<file path="src/rtl/if_stage.sv">
// if_stage: instruction fetch with a single-word bus-master FSM and the IF/ID register.
module if_stage #(
  parameter int ADDR_W = 30,
  parameter int DATA_W = 32,
  parameter logic [ADDR_W-1:0] RESET_VECTOR = '0,
  parameter logic [DATA_W-1:0] NOP_INSN = '0
) (
  input  logic              clk,
  input  logic              reset,
  input  logic              stall,
  input  logic              flush,
  input  logic [ADDR_W-1:0] new_pc,
  input  logic              br_taken,
  input  logic [ADDR_W-1:0] br_addr,
  output logic              busy,
  output logic              bus_req_,
  input  logic              bus_grnt_,
  output logic              bus_as_,
  output logic [ADDR_W-1:0] bus_addr,
  output logic              bus_rw,
  output logic [DATA_W-1:0] bus_wr_data,
  input  logic [DATA_W-1:0] bus_rd_data,
  input  logic              bus_rdy_,
  output logic [ADDR_W-1:0] if_pc,
  output logic [DATA_W-1:0] if_insn,
  output logic              if_en
);
  typedef enum logic [1:0] {IDLE, REQ, ACCESS, STALL} state_t;
  state_t state;
  logic [DATA_W-1:0] latch, insn;
  logic [ADDR_W-1:0] fa, next_fa;
  assign bus_rw = 1'b1;
  assign bus_wr_data = '0;
  assign busy = !reset && !flush && (state == IDLE || state == REQ || (state == ACCESS && bus_rdy_));
  always_comb begin
    insn = state == STALL ? latch : bus_rd_data;
    next_fa = flush ? new_pc : br_taken ? br_addr : fa + 1'b1;
  end
  always_ff @(posedge clk or posedge reset)
    if (reset) begin
      state <= IDLE;
      bus_req_ <= 1'b1;
      bus_as_ <= 1'b1;
      bus_addr <= '0;
      latch <= '0;
    end else
      case (state)
        IDLE:
          if (!flush) begin
            bus_req_ <= 1'b0;
            bus_addr <= fa;
            state <= REQ;
          end
        REQ:
          if (flush) begin
            bus_req_ <= 1'b1;
            state <= IDLE;
          end else if (!bus_grnt_) begin
            bus_as_ <= 1'b0;
            state <= ACCESS;
          end
        ACCESS: begin
          bus_as_ <= 1'b1;
          if (flush) begin
            bus_req_ <= 1'b1;
            state <= IDLE;
          end else if (!bus_rdy_) begin
            latch <= bus_rd_data;
            bus_req_ <= 1'b1;
            state <= stall ? STALL : IDLE;
          end
        end
        default: if (flush || !stall) state <= IDLE;
      endcase
  always_ff @(posedge clk or posedge reset)
    if (reset) begin
      fa <= RESET_VECTOR;
      if_pc <= RESET_VECTOR;
      if_insn <= NOP_INSN;
      if_en <= 1'b0;
    end else if (!stall) begin
      fa <= next_fa;
      if_pc <= next_fa;
      if_insn <= flush ? NOP_INSN : insn;
      if_en <= !flush;
    end
endmodule

</file>
<file path="config.mk">
export PLATFORM = sky130hd
export DESIGN_NAME = if_stage
export DESIGN_NICKNAME = d
export VERILOG_FILES = /design/src/rtl/if_stage.sv
export SDC_FILE = /design/constraint.sdc
export NUM_CORES = 1
export LEC_CHECK = 0
export ABC_AREA = 1
export BUFFER_PORTS_ARGS = -buffer_cell sky130_fd_sc_hd__buf_2
export CORE_ASPECT_RATIO = 0.6
export CORE_MARGIN = 1.5
export CORE_UTILIZATION = 30
export CTS_BUF_LIST = sky130_fd_sc_hd__clkbuf_8 sky130_fd_sc_hd__clkbuf_16
export CTS_CLUSTER_DIAMETER = 60
export DETAILED_ROUTE_END_ITERATION = 8
export PLACE_DENSITY = 0.61
export SYNTH_ARGS = -nofsm -noshare
export SYNTH_HDL_FRONTEND = slang
export SYNTH_SLANG_ARGS = --single-unit
</file>
<file path="constraint.sdc">
create_clock -name clk -period 11.1 [get_ports clk]
set_clock_uncertainty 0.15 [all_clocks]
set_input_delay 0 -clock clk [delete_from_list [all_inputs] [get_ports clk]]
set_output_delay 0 -clock clk [all_outputs]
set_load 0.02 [all_outputs]
</file>
; Word-level counts from Yosys, hierarchy flattened
; Cells that the tools add are included.
[totals]
ff_bits = 129
input_bits = 99
out_inout_bits = 129
[op_classes]
add_sub_neg = 1
n_eq_ne = 9
n_mux = 20
bitwise_logic = 2
n_reduce_logical = 18
[ops]
columns = cell, count
row1 = $mux W32, 2
row2 = $mux W30, 2
row3 = $add A30 B1 Y30 const B, 1
row4 = $mux W2, 7
row5 = $ne A2 B2 Y1 const B, 4
row6 = $reduce_and A4 Y1, 2
row7 = $mux W1, 6
row8 = $ne A3 B3 Y1 const B, 2
row9 = $pmux W2 S3, 1
row10 = $reduce_and A3 Y1, 2
row11 = $eq A2 B2 Y1 const B, 2
row12 = $reduce_bool A4 Y1, 1
row13 = $logic_and A1 B1 Y1, 3
row14 = $logic_not A1 Y1, 3
row15 = $logic_or A1 B1 Y1, 3
row16 = $pmux W1 S3, 1
row17 = $reduce_bool A3 Y1, 1
row18 = $eq A2 B1 Y1 const B, 1
row19 = $logic_not A2 Y1, 1
row20 = $not A1 Y1, 2
row21 = $pmux W1 S2, 1
row22 = $reduce_and A2 Y1, 1
row23 = $reduce_bool A2 Y1, 1

; Longest topological paths before layout
[depth]
ltp_word = 4
mapped_depth = 10

; Least setup slack after synthesis
; Ideal clock, no wire load.
[synth_timing]
path_kind = reg2reg
startpoint = register fa[1]
endpoint = register fa[20]
setup_time_ps = 122
arrival_ps = 1499
required_time_ps = 10828
setup_slack_ps = 9330
stages_incl_launch_ff = 11
n_path_buf = 0
synth_period_minus_slack_ps = 1770
path_cell_list = dfrtp_1 ha_1 nand2_2 nor2_8 nand2_4 nor2_8 nand2_1 nand2_1 nand3_1 nand2_1 a21oi_2
[synth_via]
elab_chain_len = 3
[synth_lines]
columns = element, line
row1 = "start, declared", 31  ; logic [ADDR_W-1:0] fa, next_fa;
row2 = "start signal, assigned", 82  ; fa <= next_fa;
row3 = $add A30 B1 Y30, 37  ; next_fa = flush ? new_pc : br_taken ? br_addr : fa + 1'b1;
row4 = $mux W30 (2 in series), 37
; No other way between the ends.
; A chain may end at the register's enable or synchronous reset.

; Final worst setup path
[layout_timing]
startpoint = register fa[9]
endpoint = register fa[19]
; Same word-level chain as after synthesis.

==> run metrics <==
TritonCTS clock tree=yes; met2 WL=9.31 mm; worst min-delay path class=in2async; DR WL/cell=about 16 microns; clock root buffer=clkbuf_16; CP cell instances=nand2_1, nor2_2, nand2_2, nor2_4, nand2_2, xor2_1, nand2_1, nand2_1, nand2_1, dlygate4sd3_1; crit start category=flop; P per Cell Area=a little over 200 mW/mm^2; top sig layer=met4; initial antenna violation count=0; Final min period=around 2.5 ns; first-pass GRT wire length=roughly 35 mm; register bit count reported by yosys=around 130; Post-Synthesis Cells=roughly 800; leak pwr=about 4.6 nW; Slew HR=between 10% and 20%; Seq/Total Area, Yosys=about 48%; crit share post-route=about 23%; slew of the pin with the lowest slew margin=1.24 ns; Final Hold Fails=0; Slew Limit Fails=0; hold slack=around 0.047 ns; Avg Inst Size Synth=8.45 sq um; hpwl dp=about 15 mm; CP Capture Type=flop; Synth warnings=0; drt total wl=approximately 22 mm; WP data required=between 10 and 15 ns; library cells used by synthesis=34; worst reg2reg startpoint=fa[9]; Post-DP Area=0.00787 sq mm; Critical Path Max Stage Delay=about 0.55 ns; worst path arrival time=around 2.7 ns; R2R setup slack=roughly 8.6 ns; Slowest cell on crit path=dlygate4sd3_1; largest net degree at the start of global routing=79; CP max FO=6; RSZ-0062 raised after global routing=false; Ports=between 200 and 250; Setup Viol. Count Final=0; share of layout cells above drive strength 1=around 28%; R2R cell count=10; worst flop-to-flop path endpoint=fa[19]; setup bufs post-CTS=0; Hold Buf Count CTS=roughly 100; Die H=119 microns; vias in the first global route=slightly above 6000; design area=~0.0095 sq mm; router iterations before antenna repair=4; commonest non-fill, non-tap cell in the layout=buf_2; max-cap violation count=0; WL met1=~11 mm; Die W=between 150 and 200 microns; Die ar.=between 0.02 and 0.025 sq mm; Total Power=a little under 2 mW; Syn Std Cell Area=between 0.006 and 0.007 sq mm; clock-pin transition on the worst setup and hold timing paths=approximately 0.06 ns; Nets=roughly 1200; CTS H-tree depth=4; Iter 0 DRT Violations=367; TritonCTS buffer count=17; num rows=42; PortBufs=between 150 and 200; core region area=approximately 0.022 sq mm; VDD IR-drop max=0.116 mV; Crit Path Category=reg2reg; Resize count post-CTS=0; Worst-Skew Late Latency=0.42 ns; GRT Residual Overflow=0; Routed Antenna Nets=0; Starting Density=30.6%; Tot GR Track Use=between 10% and 20%; DR vias/cell=roughly 4.7; clock sink count=approximately 130; Via Count=roughly 6500; most frequent cells in the layout=buf_2, nand2_1, dfrtp_1, nor2_1, dlygate4sd3_1; area grow syn2layout=40.8%; Max clock buf depth=2; CP most frequent cell=nand2_1; Max Clk Rate=between 300 and 400 MHz; drt drc=0; status=completed; GPL Wtd Cong=approximately 0.86; setup TNS=0 ns; metal3 WL=about 1.9 mm
## state kept, by name, summed over array words and instances, names as in the netlist
signal	count
if_insn	32
latch	32
bus_addr	30
fa	30
state	2
bus_as_	1
bus_req_	1
if_en	1
## stage by stage
| stage | worst slack, ns | cells | util [%] |
|---|---|---|---|
| 2_1_floorplan | 7.51 | 830 | - |
| 3_3_place_gp | 8.69 | 1247 | 35.6 |
| 3_5_place_dp | 8.61 | 1247 | 35.6 |
| 4_1_cts | 8.60 | 1379 | 43.1 |
| 5_1_grt | 8.44 | 1379 | 43.1 |
| 6_report | 8.55 | 1380 | 43.1 |
## power breakdown
| group | switching (mW) | internal (mW) |
|---|---|---|
| registers | 0.0976 | 0.625 |
| clock network | 0.214 | 0.390 |
| logic | 0.378 | 0.247 |
## worst max path at each step
stage / startpoint / end / slack, ns / cells past startpoint
floorplan: reset / bus_addr[0] / 7.51 / 1
global placement: stall / state[0] / 8.69 / 7
detailed placement: stall / state[0] / 8.61 / 7
CTS: fa[9] / fa[19] / 8.60 / 10
global route: state[0] / if_insn[23] / 8.44 / 5
finish: fa[9] / fa[19] / 8.55 / 10
## logic make-up after synthesis
kind of cell	share of synthesized area, %
buffers and inverters	8.28
and+or+nand+nor	20.8
adders and majority gates	1.11
xor gates and xnor gates	1.56
muxes	6.84
other	0.111
AOI/OAI and AO/OA	13.4
DFF	47.8
## cell usage after synthesis
cell,number,share of area [%]
dfstp_2,2,0.78
clkbuf_1,24,1.3
nand2_2,9,0.83
mux2_2,41,6.8
a21oi_2,3,0.39
and2_1,2,0.19
buf_1,2,0.11
ha_1,6,1.1
nor3_1,1,0.074
inv_2,2,0.11
nand3_1,29,2.1
inv_1,37,2.1
o21ai_1,25,1.9
o21ai_0,87,6.4
nand2_4,2,0.33
nor2_4,5,0.83
o211ai_1,2,0.22
dfrtp_1,127,47
xnor2_1,2,0.26
a21oi_1,25,1.9
nor2_1,114,6.3
buf_4,33,3.7
nor2_8,2,0.59
a22oi_1,12,1.3
nand4_1,3,0.28
a211oi_1,1,0.11
buf_2,12,0.89
conb_1,2,0.11
nor2_2,6,0.56
a31oi_1,7,0.65
nand2_1,156,8.7
o22ai_1,6,0.56
clkinv_1,2,0.11
xor2_1,10,1.3
## metal layers
layer,vias up,track usage [%]
met5,-,0
met4,0,4.48
met3,17,6.85
met2,219,27.5
met1,3125,28.3
li1,3132,-
## cell type report
cell class                 instances  area, sq um
fill                            2207        12600
tap                              286          358
inverter                          41          159
timing repair buffer             303         2040
multi-input combinational        589         3090
clock inverter                    11          161
antenna                            1         2.50
sequential                       129         3230
clock buffer                      20          467
## worst max-delay path, delay by kind of cell (launching register included)
kind                   cells  cell delay, ns
AND/OR/NAND/NOR            8            0.98
buffers and inverters      1            0.55
XOR/XNOR                   1            0.22
flip-flops                 1            0.52
No activity file was read; power rests on OpenSTA's default activity.
